===== src/rtl/synth_stereo_mixer.sv =====
// synth_stereo_mixer: per-voice gain/mute stereo mixer with saturate/wrap formatting and an output FIFO
module synth_stereo_mixer #(
  parameter int NUM_VOICES      = 16,
  parameter int SUBSAMPLE_WIDTH = 16,
  parameter int SAMPLE_WIDTH    = 16,
  parameter int GAIN_WIDTH      = 8,
  parameter int FIFO_DEPTH      = 4,
  parameter int DEFAULT_SHIFT   = 4,
  localparam int VW = NUM_VOICES > 1 ? $clog2(NUM_VOICES) : 1
) (
  input  logic                       i_Clock,
  input  logic                       i_Reset,
  input  logic [SUBSAMPLE_WIDTH-1:0] i_Subsample,
  input  logic [VW-1:0]              i_SubsampleVoice,
  input  logic                       i_SubsampleReady,
  input  logic                       i_SampleReady,
  input  logic [15:0]                i_RegisterNumber,
  input  logic [15:0]                i_RegisterValue,
  input  logic                       i_RegisterWriteEnable,
  output logic                       o_SampleValid,
  input  logic                       i_SampleAccept,
  output logic [SAMPLE_WIDTH-1:0]    o_SampleLeft,
  output logic [SAMPLE_WIDTH-1:0]    o_SampleRight,
  output logic                       o_Clipped,
  output logic                       o_Overrun
);
  localparam int ACC = SUBSAMPLE_WIDTH + 1 + $clog2(NUM_VOICES) + 6;
  localparam int PW  = SUBSAMPLE_WIDTH + GAIN_WIDTH + 1;
  localparam int AW  = $clog2(FIFO_DEPTH);
  localparam logic signed [ACC-1:0] MAXV = {{(ACC-SAMPLE_WIDTH+1){1'b0}}, {(SAMPLE_WIDTH-1){1'b1}}};
  localparam logic signed [ACC-1:0] MINV = ~MAXV;

  logic [GAIN_WIDTH-1:0]   gain_l [NUM_VOICES];
  logic [GAIN_WIDTH-1:0]   gain_r [NUM_VOICES];
  logic [NUM_VOICES-1:0]   mute;
  logic                    sat;
  logic [3:0]              shift;
  logic                    ctrl_wr, clr, clip, drop;
  logic [GAIN_WIDTH-1:0]   gl, gr;
  logic                    on;
  logic signed [PW-1:0]    prod_l, prod_r;
  logic signed [ACC-1:0]   p_l, p_r, acc_l, acc_r, total_l, total_r, sum_l, sum_r, y_l, y_r;
  logic                    s1, s2;
  logic [SAMPLE_WIDTH-1:0] fmt_l, fmt_r;
  logic [SAMPLE_WIDTH-1:0] mem_l [FIFO_DEPTH];
  logic [SAMPLE_WIDTH-1:0] mem_r [FIFO_DEPTH];
  logic [AW-1:0]           rd, wr;
  logic [AW:0]             count;
  logic                    full, pop, push;
  logic                    unused;

  assign unused = ^i_RegisterValue[15:8];

  // Stage 1 operand selection: registered gains give the old value on a same-cycle write
  always_comb begin
    on     = i_SubsampleReady && int'(i_SubsampleVoice) < NUM_VOICES && !mute[i_SubsampleVoice];
    gl     = gain_l[i_SubsampleVoice];
    gr     = gain_r[i_SubsampleVoice];
    prod_l = $signed(i_Subsample) * $signed({1'b0, gl});
    prod_r = $signed(i_Subsample) * $signed({1'b0, gr});
  end

  // Control/gain register file and sticky status flags
  always_ff @(posedge i_Clock) begin
    if (i_Reset) begin
      for (int i = 0; i < NUM_VOICES; i++) begin
        gain_l[i] <= GAIN_WIDTH'(1 << (GAIN_WIDTH-1));
        gain_r[i] <= GAIN_WIDTH'(1 << (GAIN_WIDTH-1));
      end
      mute      <= '0;
      sat       <= 1'b1;
      shift     <= 4'(DEFAULT_SHIFT);
      o_Clipped <= 1'b0;
      o_Overrun <= 1'b0;
    end else begin
      for (int i = 0; i < NUM_VOICES; i++)
        if (i_RegisterWriteEnable && int'(i_RegisterNumber[15:11]) == i + 1 &&
            i_RegisterNumber[10:8] == 3'b111 && i_RegisterNumber[7:2] == '0) begin
          if (i_RegisterNumber[1:0] == 2'd0) gain_l[i] <= i_RegisterValue[GAIN_WIDTH-1:0];
          if (i_RegisterNumber[1:0] == 2'd1) gain_r[i] <= i_RegisterValue[GAIN_WIDTH-1:0];
          if (i_RegisterNumber[1:0] == 2'd2) mute[i]   <= i_RegisterValue[0];
        end
      if (ctrl_wr) begin
        sat   <= i_RegisterValue[0];
        shift <= i_RegisterValue[4:1];
      end
      o_Clipped <= (o_Clipped && !clr) || (s2 && clip);
      o_Overrun <= (o_Overrun && !clr) || drop;
    end
  end

  assign ctrl_wr = i_RegisterWriteEnable && i_RegisterNumber == 16'h0000;
  assign clr     = ctrl_wr && i_RegisterValue[5];

  // Pipeline: registered products, per-period accumulation, strobe delay line
  always_ff @(posedge i_Clock) begin
    if (i_Reset) begin
      p_l     <= '0;
      p_r     <= '0;
      acc_l   <= '0;
      acc_r   <= '0;
      total_l <= '0;
      total_r <= '0;
      s1      <= 1'b0;
      s2      <= 1'b0;
    end else begin
      p_l   <= on ? ACC'(prod_l >>> (GAIN_WIDTH-1)) : '0;
      p_r   <= on ? ACC'(prod_r >>> (GAIN_WIDTH-1)) : '0;
      s1    <= i_SampleReady;
      s2    <= s1;
      acc_l <= s1 ? '0 : sum_l;
      acc_r <= s1 ? '0 : sum_r;
      if (s1) begin
        total_l <= sum_l;
        total_r <= sum_r;
      end
    end
  end

  // Output formatting: shift, then clamp or wrap, flagging out-of-range results
  always_comb begin
    sum_l = acc_l + p_l;
    sum_r = acc_r + p_r;
    y_l   = total_l >>> shift;
    y_r   = total_r >>> shift;
    clip  = y_l > MAXV || y_l < MINV || y_r > MAXV || y_r < MINV;
    fmt_l = sat && y_l > MAXV ? MAXV[SAMPLE_WIDTH-1:0] : sat && y_l < MINV ? MINV[SAMPLE_WIDTH-1:0] : y_l[SAMPLE_WIDTH-1:0];
    fmt_r = sat && y_r > MAXV ? MAXV[SAMPLE_WIDTH-1:0] : sat && y_r < MINV ? MINV[SAMPLE_WIDTH-1:0] : y_r[SAMPLE_WIDTH-1:0];
    full  = count == (AW+1)'(FIFO_DEPTH);
    pop   = i_SampleAccept && count != '0;
    push  = s2 && (!full || pop);
    drop  = s2 && full && !pop;
  end

  // Output FIFO; a full FIFO still accepts a push when the head is popped the same cycle
  always_ff @(posedge i_Clock) begin
    if (i_Reset) begin
      for (int i = 0; i < FIFO_DEPTH; i++) begin
        mem_l[i] <= '0;
        mem_r[i] <= '0;
      end
      rd    <= '0;
      wr    <= '0;
      count <= '0;
    end else begin
      if (push) begin
        mem_l[wr] <= fmt_l;
        mem_r[wr] <= fmt_r;
        wr        <= wr + 1'b1;
      end
      if (pop) rd <= rd + 1'b1;
      count <= count + (AW+1)'(push) - (AW+1)'(pop);
    end
  end

  assign o_SampleValid = count != '0;
  assign o_SampleLeft  = mem_l[rd];
  assign o_SampleRight = mem_r[rd];
endmodule


===== config.mk =====
export PLATFORM = sky130hd
export DESIGN_NAME = synth_stereo_mixer
export DESIGN_NICKNAME = d
export VERILOG_FILES = /design/src/rtl/synth_stereo_mixer.sv
export SDC_FILE = /design/constraint.sdc
export NUM_CORES = 2
export LEC_CHECK = 0
export BUFFER_PORTS_ARGS = -buffer_cell sky130_fd_sc_hd__buf_2
export CORE_MARGIN = 10
export CORE_UTILIZATION = 55
export CTS_CLUSTER_SIZE = 20
export DETAILED_ROUTE_END_ITERATION = 10
export GPL_TIMING_DRIVEN = 0
export PLACE_DENSITY = 0.83
export SETUP_SLACK_MARGIN = 0.15
export SLEW_MARGIN = 20
export SYNTH_ARGS = -nofsm -noshare
export SYNTH_HDL_FRONTEND = slang
export SYNTH_SLANG_ARGS = --single-unit
export TNS_END_PERCENT = 50

===== constraint.sdc =====
create_clock -name i_Clock -period 7.2 [get_ports i_Clock]
set_clock_uncertainty 0.2 [all_clocks]
set_input_delay 0.36 -clock i_Clock [delete_from_list [all_inputs] [get_ports i_Clock]]
set_output_delay 0.36 -clock i_Clock [all_outputs]
set_load 0.02 [all_outputs]

==> Flow_metrics.wiki <==
{| class="wikitable"
! Metric !! Value
|-
| Pre-CTS setup slack || -2.00 ns
|-
| Post-layout net count || 3770
|-
| Number of hold violations in the final report || 0
|-
| Startpoint of the most critical hold path || i_SampleAccept
|-
| Global Route Usage Sum || 0.256
|-
| Clock tree from TritonCTS || yes
|-
| Unique cell type count in the Yosys netlist || 75
|-
| Clock group share of total power || 0.206
|-
| First-pass GRT wire length || between 100 and 150 mm
|-
| Power Dens Cells || 390 mW/mm^2
|-
| Cell type with the largest total area after synthesis || sky130_fd_sc_hd__edfxtp_1
|-
| Main flop type after synthesis || sky130_fd_sc_hd__edfxtp_1
|-
| Class of the tightest hold or removal check || primary input to flip-flop
|-
| Pin count of the biggest net entering global routing || 28
|-
| CTS sink cnt || 562
|-
| Area growth, synth to finish || 11.7%
|-
| Peak fanout along the critical path || 10
|-
| Most frequent cell on the critical path || sky130_fd_sc_hd__fa_1
|-
| Quantity of I/O buffers inserted on ports || 80
|-
| Worst R2R End || p_r[16]$_SDFF_PP0_
|-
| Synth top area share || 0.324
|-
| Global placer's final weighted congestion || 0.957
|-
| Data arrival time of the critical path || 7.16 ns
|-
| Vias per cell || 6.08
|-
| Transition time at the pin with the least slew margin || roughly 1.1 ns
|-
| Final wirelength || 96.5 mm
|-
| DRT Pass-1 Iters || 8
|-
| Post-synth top cells || 384 x sky130_fd_sc_hd__edfxtp_1, 308 x sky130_fd_sc_hd__nor2_1, 304 x sky130_fd_sc_hd__inv_1
|-
| Worst Setup Start Kind || primary input
|-
| Number of antenna violations at the first check in global routing || 1
|-
| Longest Clk Path Bufs || 3
|-
| Final Max Tran Viols || 0
|-
| Post-route ant nets || 0
|-
| Part of the total power dissipated in combinational logic || 0.542
|-
| Routed vias || 25900
|-
| Post-detail-place hpwl || 70.2 mm
|-
| Synthesized net count || 3594
|-
| Total number of placement rows || 93
|-
| Fmax || 145 MHz
|-
| Synth Register Bits || 562
|-
| Final setup slack of the worst path || 0.308 ns
|-
| Portion of the post-synthesis area used by sequential elements || 0.424
|-
| Remaining global-route overflow || 0
|-
| Post-route fraction of the period consumed by the critical path || 0.957
|-
| Number of warnings issued by yosys || 0
|-
| Via count of the first global-routing pass || 26400
|-
| Depth of the most critical reg-to-reg path || 20
|-
| Setup violators final || 0
|-
| Total Power || 15.5 mW
|-
| Outcome || completed
|-
| Clock-pin slew on the worst setup and hold paths || 0.06 ns
|-
| Routed wirelength normalized by instance count || around 23 um
|-
| Later-pin clock latency in the skew report || 0.62 ns
|-
| Series of cell instances along the critical path || buf_6, buf_12, buf_12, buf_12, mux4_2, mux4_2, clkbuf_4, and2_1, fa_1, fa_1, fa_1, inv_1, fa_1, inv_1, ha_1, a21o_1, a21o_1, a2111oi_4, a31oi_2, a221oi_2, nor2b_2, o41ai_2, xor2_2, nor2_1
|-
| Share of synthesized flip-flops with an asynchronous set or reset || 0
|-
| Net switching share of the total power || 0.405
|-
| DRC violation count after routing || 0
|-
| Number of cells on the worst hold path || 4
|-
| Initial Utilization || 0.554
|-
| Largest vdd supply drop || 0.346 mV
|-
| Buf+Inv Stages, Crit Path || 7
|-
| Post-Synthesis Mean Instance Area || 11.2 um^2
|-
| Detailed Route Iter0 Violations || 3148
|-
| Slowest cell delay on critical path || 0.60 ns
|-
| Number of enable-type register cells in the synthesized netlist || 384
|-
| RSZ-0062 raised after global routing || false
|-
| # fillers || 4815
|-
| CTS Buf Count || 56
|-
| Layout cells sized above 1 || 0.122
|-
| Part of the total power dissipated in sequential elements || 0.252
|-
| Time the final worst path needs with I/O delays and setup || 6.89 ns
|-
| Clk root buf || sky130_fd_sc_hd__clkbuf_16
|-
| Hold endpoint || o_Overrun$_SDFF_PP0_
|-
| Total Die Area || ~0.075 mm^2
|-
| Cells after Synth || 3185
|-
| IO Count || 93
|-
| WP data required || 7.47 ns
|-
| Source of the worst register-to-register timing path || gain_r[3][3]$_SDFFCE_PN0P_
|-
| Max-slew headroom || 0.246
|-
| Static leakage || 16.4 nW
|-
| Sum Neg Setup Slack || 0 ns
|-
| Area of the mapped netlist || 0.0356 mm^2
|-
| Worst R2R Setup Slack || 0.40 ns
|-
| Net switching power of the design || about 6.3 mW
|-
| Width of the die || 274 um
|-
| Most frequent cell after synthesis || sky130_fd_sc_hd__edfxtp_1
|-
| Area of the placeable core || roughly 0.064 mm^2
|-
| Count of max-cap constraint violations || 0
|-
| Largest cells by area after synthesis || sky130_fd_sc_hd__edfxtp_1 32%, sky130_fd_sc_hd__fa_1 12%, sky130_fd_sc_hd__dfxtp_1 10%
|-
| Type of destination of the critical path || flip-flop
|-
| WS Path Type || primary input to flip-flop
|-
| Die height || 274 um
|-
| Internal power consumption || between 9 and 10 mW
|-
| CP max stage cell || sky130_fd_sc_hd__mux4_2
|-
| Cell family with most CP delay || adder cells
|-
| Number of H-tree branching levels || 2
|}
cells by family (layout without fill, tap and decap cells):
| group | count (synthesis) | in the layout | synth area share |
|---|---|---|---|
| other | 0 | 1 | 0 |
| AOI/OAI and AO/OA | 378 | 378 | 0.0698 |
| and+or+nand+nor | 1100 | 1100 | 0.150 |
| xor gates and xnor gates | 92 | 92 | 0.0226 |
| DFF | 562 | 562 | 0.424 |
| buffers and inverters | 468 | 691 | 0.0503 |
| muxes | 234 | 234 | 0.116 |
| adders and majority gates | 351 | 351 | 0.167 |
repair_timing:
action	in CTS	in global routing
hold buffers	9	0
setup endpoints to repair	30	10
hold endpoints to repair	16	0
gates resized for setup	62	17
cloned	0	0
buffers inserted	7	14
pin swaps	4	4
area by class of cell:
| type | instances | area (um^2) | share of cell area |
|---|---|---|---|
| well taps | 855 | 1070 | 0.0269 |
| clock inverters | 28 | 412 | 0.0104 |
| plain buffers | 163 | 868 | 0.0218 |
| flip-flops and latches | 562 | 15100 | 0.380 |
| clock buffers | 77 | 1600 | 0.0403 |
| multi-input cells | 2155 | 18800 | 0.473 |
| diodes | 1 | 2.50 | 0.0000629 |
| inverters | 305 | 1140 | 0.0288 |
| repair buffers | 118 | 776 | 0.0195 |
per-layer routing:
metal  GRT usage  up-vias  wire length, um
met1       0.317    12800            35300
met2       0.426     1482            46600
li1            -    11400                -
met4       0.126        0             5200
met5           0        -                0
met3      0.0493      325             9350
power by group through the flow:
stage | clock [mW] | sequential (mW) | combinational [mW]
finish | 3.20 | 3.91 | 8.41
global route | 3.32 | 3.94 | 9.35
CTS | 3.18 | 3.91 | 8.31
detailed placement | 0 | 3.97 | 8.08
global placement | 0 | 3.96 | 7.90
floorplan | 0 | 3.91 | 6.07
worst register-to-register path, stage by stage, from the launching register on:
cell	delay (ns)
sky130_fd_sc_hd__edfxtp_1	0.37
sky130_fd_sc_hd__mux4_2	0.57
sky130_fd_sc_hd__mux4_2	0.56
sky130_fd_sc_hd__clkbuf_4	0.23
sky130_fd_sc_hd__and2_1	0.20
sky130_fd_sc_hd__fa_1	0.52
sky130_fd_sc_hd__fa_1	0.53
sky130_fd_sc_hd__fa_1	0.50
sky130_fd_sc_hd__inv_1	0.06
sky130_fd_sc_hd__fa_1	0.53
sky130_fd_sc_hd__inv_1	0.06
sky130_fd_sc_hd__ha_1	0.34
sky130_fd_sc_hd__a21o_1	0.20
sky130_fd_sc_hd__a21o_1	0.21
sky130_fd_sc_hd__a2111oi_4	0.36
sky130_fd_sc_hd__a31oi_2	0.15
sky130_fd_sc_hd__a221oi_2	0.30
sky130_fd_sc_hd__nor2b_2	0.10
sky130_fd_sc_hd__o41ai_2	0.30
sky130_fd_sc_hd__xor2_2	0.31
sky130_fd_sc_hd__nor2_1	0.07
worst max path at each step:
stage	from	slack [ns]	end	cells after the start
5_1_grt	i_SubsampleVoice[0]	0.15	p_l[17]$_SDFF_PP0_	26
6_report	i_SubsampleVoice[0]	0.31	p_r[16]$_SDFF_PP0_	24
2_1_floorplan	i_SubsampleVoice[0]	0.21	p_r[16]$_SDFF_PP0_	26
3_3_place_gp	i_SubsampleVoice[1]	-1.97	p_r[16]$_SDFF_PP0_	25
3_5_place_dp	i_SubsampleVoice[1]	-2.00	p_r[16]$_SDFF_PP0_	25
4_1_cts	i_SubsampleVoice[1]	0.16	p_l[17]$_SDFF_PP0_	25
per-stage QoR:
stage / instance area, um^2 / hold slack (ns) / std cells / utilization
after floorplan: 35600 / 0.247 / 3185 / -
after global placement: 37100 / 0.263 / 4120 / 0.578
after detailed placement: 37200 / 0.268 / 4128 / 0.580
after CTS: 39600 / 0.000295 / 4249 / 0.617
after global routing: 39800 / 0.0323 / 4264 / 0.619
final: 39800 / 0.0137 / 4264 / 0.619
layout by cell type, fill, tap and decap left out, types with 12 or more instances in the layout:
cell type / instances
sky130_fd_sc_hd__a211oi_1: 21
sky130_fd_sc_hd__a21o_1: 50
sky130_fd_sc_hd__a21oi_1: 92
sky130_fd_sc_hd__a22o_1: 20
sky130_fd_sc_hd__a31oi_1: 14
sky130_fd_sc_hd__and2_1: 257
sky130_fd_sc_hd__and3_1: 25
sky130_fd_sc_hd__buf_2: 88
sky130_fd_sc_hd__buf_4: 25
sky130_fd_sc_hd__clkbuf_1: 129
sky130_fd_sc_hd__clkbuf_16: 58
sky130_fd_sc_hd__clkbuf_8: 12
sky130_fd_sc_hd__dfxtp_1: 178
sky130_fd_sc_hd__edfxtp_1: 384
sky130_fd_sc_hd__fa_1: 205
sky130_fd_sc_hd__ha_1: 146
sky130_fd_sc_hd__inv_1: 304
sky130_fd_sc_hd__mux2i_1: 80
sky130_fd_sc_hd__mux4_2: 143
sky130_fd_sc_hd__nand2_1: 277
sky130_fd_sc_hd__nand2b_1: 14
sky130_fd_sc_hd__nand3_1: 49
sky130_fd_sc_hd__nand4_1: 20
sky130_fd_sc_hd__nor2_1: 308
sky130_fd_sc_hd__nor2b_1: 80
sky130_fd_sc_hd__nor3_1: 20
sky130_fd_sc_hd__o21a_1: 15
sky130_fd_sc_hd__o21ai_0: 82
sky130_fd_sc_hd__or3_1: 15
sky130_fd_sc_hd__xnor2_1: 58
sky130_fd_sc_hd__xor2_1: 33
state kept, by name, summed over array words and instances (netlist names), 27 cells and up, named ones only:
| register | flops |
|---|---|
| acc_l | 27 |
| acc_r | 27 |
| gain_l | 128 |
| gain_r | 128 |
| mem_l | 64 |
| mem_r | 64 |
| total_l | 27 |
| total_r | 27 |
No activity file was read; power rests on OpenSTA's default activity.
